--- src/rtl/hsi_m_rx_ctrl.sv ---
// hsi_m_rx_ctrl: master-side HSI reply framer with CRC16-CCITT check and first-byte/inter-byte timeouts
module hsi_m_rx_ctrl #(
  parameter int SR_LEN = 9,
  parameter int DPR_LEN = 4,
  parameter int CCW_LEN = 2,
  parameter int TIMEOUT_TICKS = 4000,
  parameter int GAP_TICKS = 400
) (
  input  logic       clk,
  input  logic       rst,
  input  logic [2:0] cmd_wait,
  input  logic [7:0] dec_d,
  input  logic       dec_d_rdy,
  output logic [7:0] rx_d,
  output logic       rx_d_wr,
  output logic [2:0] rx_type,
  output logic       rx_busy,
  output logic       rx_msg_ok,
  output logic       rx_crc_err,
  output logic       rx_timeout,
  output logic       rx_unsolicited
);
  localparam logic [15:0] FIRST_TC = 16'(TIMEOUT_TICKS - 1);
  localparam logic [15:0] GAP_TC = 16'(GAP_TICKS - 1);
  typedef enum logic [2:0] {IDLE, WAIT_FIRST, PAYLOAD, CRC_HI, CRC_LO} state_t;
  state_t state;
  logic [2:0] cmd_prev;
  logic [15:0] tick, crc, crc_next;
  logic [7:0] cnt, len, crc_msb;
  logic arm, tc;
  always_comb begin
    crc_next = crc ^ {dec_d, 8'h00};
    for (int i = 0; i < 8; i++)
      crc_next = crc_next[15] ? {crc_next[14:0], 1'b0} ^ 16'h1021 : {crc_next[14:0], 1'b0};
  end
  assign arm = cmd_prev == 3'b000 && $onehot(cmd_wait);
  assign tc = tick == (state == WAIT_FIRST ? FIRST_TC : GAP_TC);
  assign rx_busy = state != IDLE;
  // a byte strobe always beats a terminal count on the same cycle
  always_ff @(posedge clk or posedge rst)
    if (rst) begin
      state <= IDLE;
      cmd_prev <= '0;
      tick <= '0;
      cnt <= '0;
      len <= '0;
      crc <= 16'hFFFF;
      crc_msb <= '0;
      rx_d <= '0;
      rx_d_wr <= 1'b0;
      rx_type <= '0;
      rx_msg_ok <= 1'b0;
      rx_crc_err <= 1'b0;
      rx_timeout <= 1'b0;
      rx_unsolicited <= 1'b0;
    end else begin
      cmd_prev <= cmd_wait;
      rx_d_wr <= 1'b0;
      rx_msg_ok <= 1'b0;
      rx_crc_err <= 1'b0;
      rx_timeout <= 1'b0;
      rx_unsolicited <= state == IDLE && dec_d_rdy;
      tick <= &tick ? tick : tick + 16'd1;
      if (state == IDLE) begin
        tick <= '0;
        if (arm) begin
          rx_type <= cmd_wait;
          len <= cmd_wait[0] ? 8'(SR_LEN) : cmd_wait[1] ? 8'(DPR_LEN) : 8'(CCW_LEN);
          cnt <= '0;
          crc <= 16'hFFFF;
          state <= WAIT_FIRST;
        end
      end else if (dec_d_rdy) begin
        tick <= '0;
        if (state == CRC_HI) begin
          crc_msb <= dec_d;
          state <= CRC_LO;
        end else if (state == CRC_LO) begin
          rx_msg_ok <= {crc_msb, dec_d} == crc;
          rx_crc_err <= {crc_msb, dec_d} != crc;
          state <= IDLE;
        end else begin
          crc <= crc_next;
          rx_d <= dec_d;
          rx_d_wr <= 1'b1;
          cnt <= cnt + 8'd1;
          state <= cnt + 8'd1 == len ? CRC_HI : PAYLOAD;
        end
      end else if (tc) begin
        rx_timeout <= 1'b1;
        state <= IDLE;
      end
    end
endmodule

--- config.mk ---
export PLATFORM = sky130hd
export DESIGN_NAME = hsi_m_rx_ctrl
export DESIGN_NICKNAME = d
export VERILOG_FILES = /design/src/rtl/hsi_m_rx_ctrl.sv
export SDC_FILE = /design/constraint.sdc
export NUM_CORES = 1
export LEC_CHECK = 0
export CORE_ASPECT_RATIO = 0.75
export CORE_MARGIN = 3
export CORE_UTILIZATION = 38
export DETAILED_ROUTE_END_ITERATION = 7
export SKIP_CTS_REPAIR_TIMING = 1
export SYNTH_ARGS = -nofsm -noshare
export SYNTH_HDL_FRONTEND = slang
export SYNTH_SLANG_ARGS = --single-unit
--- constraint.sdc ---
create_clock -name clk -period 2.75 [get_ports clk]
set_clock_uncertainty 0.2 [all_clocks]
set_input_delay 0.275 -clock clk [delete_from_list [all_inputs] [get_ports clk]]
set_output_delay 0.275 -clock clk [all_outputs]
set_load 0.05 [all_outputs]
## Word-level counts from Yosys, hierarchy flattened

Index checks and enable logic that the tools add are counted.

| word-level totals | value |
|---|---|
| bits in registers | 78 |
| latch bits | 0 |
| memory bits (writable) | 0 |
| ROM bits | 0 |
| bits of input ports | 14 |
| output and inout bits | 17 |
| word-level logic and storage cells | 101 |
| memories | 0 |

| cells by class | value |
|---|---|
| add/sub/neg operators | 4 |
| multipliers | 0 |
| div/mod/pow operators | 0 |
| magnitude comparators | 0 |
| equal/unequal tests | 12 |
| shifts and indexed selects | 0 |
| mux-type cells | 46 |
| bitwise gates (word level) | 12 |
| reduce and logical (&&, ||, !) cells | 13 |

Operators with widths:

| operator | number |
|---|---|
| two-way mux 16 bit | 8 |
| two-way mux 13 bit | 8 |
| two-way mux 8 bit | 5 |
| NOT 3 bit | 8 |
| two-way mux 3 bit | 6 |
| adder 16 x 1 -> 16 bit (second input constant) | 1 |
| equality test 16 x 12 -> 1 bit | 1 |
| equality test 16 bit | 1 |
| two-way mux 1 bit | 16 |
| != test 16 bit | 1 |
| AND reduction 16 bit | 1 |
| XOR 16 bit | 1 |
| two-way mux 12 bit | 1 |
| adder 8 x 1 -> 8 bit (second input constant) | 1 |
| equality test 8 bit | 1 |
| AND reduction 4 bit | 2 |
| zero test 3 bit | 2 |
| != test 2 bit (second input constant) | 3 |
| nonzero test 3 bit | 2 |
| two-way mux 4 bit | 1 |
| AND reduction 2 bit | 2 |
| equality test 3 x 1 -> 1 bit (second input constant) | 1 |
| equality test 3 x 2 -> 1 bit (second input constant) | 1 |
| equality test 3 bit (second input constant) | 1 |
| other kinds (9) | 12 |

## Longest topological paths before layout

| depth | value |
|---|---|
| depth in word-level cells | 21 |
| mapped depth | 7 |
| gate-level depth less buffers | 6 |

## Least setup slack after synthesis

Ideal clock, no wire load.

| path | value |
|---|---|
| kind | reg-to-reg |
| start | register state[2] |
| end | register crc[10] |
| setup time | 0.075 ns |
| data arrival time | 1.860 ns |
| data required time | 2.475 ns |
| slack | 0.615 ns |
| stages on the path, launching flop included | 8 |
| path buffers | 2 |
| period minus slack after synthesis | 2.135 ns |
| path through | dfrtp_1 > buf_2 > nor3_2 > inv_1 > or2_2 > nand2_2 > buf_4 > a2bb2oi_1 |

| between the ends | value |
|---|---|
| longest elaborated chain between the ends | 3 |

RTL lines:

| item | RTL line | source |
|---|---|---|
| start, declared | 26 | `state_t state;` |
| start signal, assigned | 87 | `state <= cnt + 8'd1 == len ? CRC_HI : PAYLOAD;` |
| equality test 3 bit, or another cell as far along | 78 | `end else if (state == CRC_LO) begin` |
| != test 2 bit (no source line) / nonzero test 2 bit (equally long branches) | - |  |
| AND reduction 4 bit (no source line) | - |  |
| end signal, assigned | 83 | `crc <= crc_next;` |
| end, declared | 28 | `logic [15:0] tick, crc, crc_next;` |

Parallel ways exist; a longest one is shown, timed or not.
A chain may end at the register's enable or synchronous reset.

## Final worst setup path

| path | value |
|---|---|
| start | register state[2] |
| end | output port rx_busy |

| between the ends | value |
|---|---|
| longest elaborated chain between the ends | 1 |

RTL lines:

| item | RTL line | source |
|---|---|---|
| nonzero test 3 bit | 38 | `assign rx_busy = state != IDLE;` |
| end, declared | 17 | `output logic rx_busy,` |

Every way passes these cells.

==> metrics.yaml <==
clock_network:
  cts.clk_slew.worst_paths_ps: 60
  cts_sinks: 72
  clock_path_buffers: 2
  numCtsBuffers: 9
  cts_root_buf: "clkbuf_16"
  cts_tree: "yes"
  clk-insertion-delay-late_ps: 340
  cts_htree_levels: 3
synthesis:
  synth-seq-cells: 72
  ys_seq_area_share_pct: 49.34
  netlist_top_cells_area: "dfrtp_1 38%, dfstp_2 11%, xnor2_1 11%"
  yosys.area.top_type_share_pct: 37.95
  synthCells: 354
  synth.distinct_cells: 58
  synthArstFlopShare_pct: 100.0
  synth_edf_count: 0
  yosys.area.top_type: "dfrtp_1"
  synth_area_um2: 3692
  avgSynthCellArea_um2: 10.43
  ys_warn_count: 0
  synthFlopType: "dfrtp_1"
  synthesis.nets: 371
timing:
  worst_pin_slew_ps: 710.3
  max_freq_ghz: 0.4236
  setup_tns_ps: 0
  rsz0062_at_grt: "false"
  period_share_pct: 85.84
  slew-limit-headroom_pct: 52.47
  finalHoldViolCount: 0
  fin_crit_ps: 2361
  drv_slew: 0
  finalSetupViolCount: 0
critical_path:
  start_kind: "flip-flop"
  endpoint_kind: "output pin"
  critPathMaxFanout: 7
  critPathKind: "reg2out"
  crit_required_ps: 2280
  cp.arrival_ps: 1890
finish:
  diodes: 0
  layout-drive-gt1-share_pct: 16.03
  syn_to_final_growth_pct: 20.50
  final_cell_mix: "56 x dfrtp_1, 48 x xnor2_1, 43 x nand2_1"
  nets: 405
  utilization_pct: 48.18
  final_common_cell: "dfrtp_1"
grt:
  grt_max_degree: 73
  grt_pass1_wl_um: 13310
  track_usage_pct: 15.45
  grt_pass1_vias: 2587
  antenna_found_initial: 0
  grt.overflow.total: 0
detailed_routing:
  wl_met3_um: 286
  drcViolationCount: 0
  via_count: 2649
  firstDrtPassIters: 4
  top_layer: "met4"
  wl_met1_um: 4237
  wl_per_cell_um: 14.88
  vias_per_cell: 5.084
  wirelength_um: 7751
  wl_met2_um: 3161
  postRouteAntennaNets: 0
  drtIter0Drc: 171
die:
  die_w_um: 119.8
  coreArea_um2: 9234
  fp-row-count: 30
  start_util_pct: 39.99
  fp.dieH_um: 91.37
  dieArea_um2: 10950
  boundaryPins: 31
place:
  io_buffers: 30
  place_congestion: 0.7846
  place_hpwl_um: 5298
power:
  p_leak_uw: 0.001798
  p_total_uw: 5073
  power.density_nw_per_um2: 1140
  peakVddDrop_mv: 0.5358
status:
  status: "complete, no violations"
job:
  maxCapViolCount: 0
min_path:
  worstHoldPathType: "in2async"
-- per-stage QoR --
step | area, um2 | instances | setup WS, ps | hold slack [ps]
2_1_floorplan | 3692 | 354 | 476.6 | 106.4
3_5_place_dp | 4159 | 505 | 46.70 | 265.2
3_3_place_gp | 4159 | 505 | 143.1 | 255.7
4_1_cts | 4449 | 521 | 366.0 | 162.5
5_1_grt | 4449 | 521 | 283.5 | 165.2
6_report | 4449 | 521 | 389.3 | 129.2
-- power by group --
part / internal (uW) / total, uW / switching, uW
logic: 963 / 2130 / 1160
clock network: 699 / 1150 / 448
registers: 1480 / 1800 / 319
-- registers in the layout, indices dropped and copies added (netlist names) --
register and cells:
tick 16, cnt 8, state 3, rx_d 8
len 2, crc 16, rx_unsolicited 1, rx_crc_err 1
rx_d_wr 1, rx_msg_ok 1, crc_msb 8, rx_timeout 1
cmd_prev 3, rx_type 3
-- routing by layer --
layer	vias to the layer above	GRT usage (%)
met5	-	0
met3	9	5.729
li1	1310	-
met4	0	3.432
met1	1299	22.56
met2	31	21.71
-- critical path, stage by stage (launching register included) --
cell and delay, ps:
dfrtp_1 460, nor3_2 240, inv_1 120, clkdlybuf4s50_1 720
-- synth_stat cells (3+ instances only) --
library cell	number
nor2_1	21
nor2b_1	4
o31ai_1	4
xnor2_1	48
xor2_1	5
a211oi_1	6
dfrtp_1	56
a2bb2oi_1	11
o22a_1	5
nor3_1	4
dfstp_2	16
nor3b_1	3
o21ai_0	16
nand4_1	8
mux2_2	8
and3_1	5
nand3_1	10
nand2_1	43
a21oi_1	7
clkbuf_1	7
inv_1	10
a2111oi_0	3
buf_2	5
-- final cells by class --
| cell class | instances | area, um2 |
|---|---|---|
| fill | 891 | 4785 |
| sequential | 72 | 1822 |
| clock inverter | 6 | 61.31 |
| inverter | 11 | 41.29 |
| multi-input combinational | 255 | 1755 |
| timing repair buffer | 39 | 380.4 |
| tap | 128 | 160.2 |
| clock buffer | 10 | 229.0 |
-- kinds of logic after synthesis --
group / share of synthesized area (%)
buf+inv: 3.118
simple gates: 17.72
compound gates: 13.05
fa+ha+maj: 1.220
xor+xnor: 12.57
mux: 2.982
flops: 49.34
-- path summary, 6_finish.rpt --
kind,startpoint,endpoint,slack [ps],cells after the start
hold / removal,rst,rx_msg_ok$_DFF_PP0_,130,3
setup / recovery,state[2]$_DFFE_PP0P_,rx_busy,390,3
hold reg to reg,rx_d[5]$_DFFE_PP0P_,rx_d[5]$_DFFE_PP0P_,270,2
min in group clk,cmd_wait[2],cmd_prev[2]$_DFF_PP0_,220,1
setup reg to reg,tick[6]$_DFFE_PP0P_,state[2]$_DFFE_PP0P_,590,5
max in group asynchronous,rst,crc[15]$_DFFE_PP1P_,1840,3
Note: power is estimated with default switching activity, not from simulation.
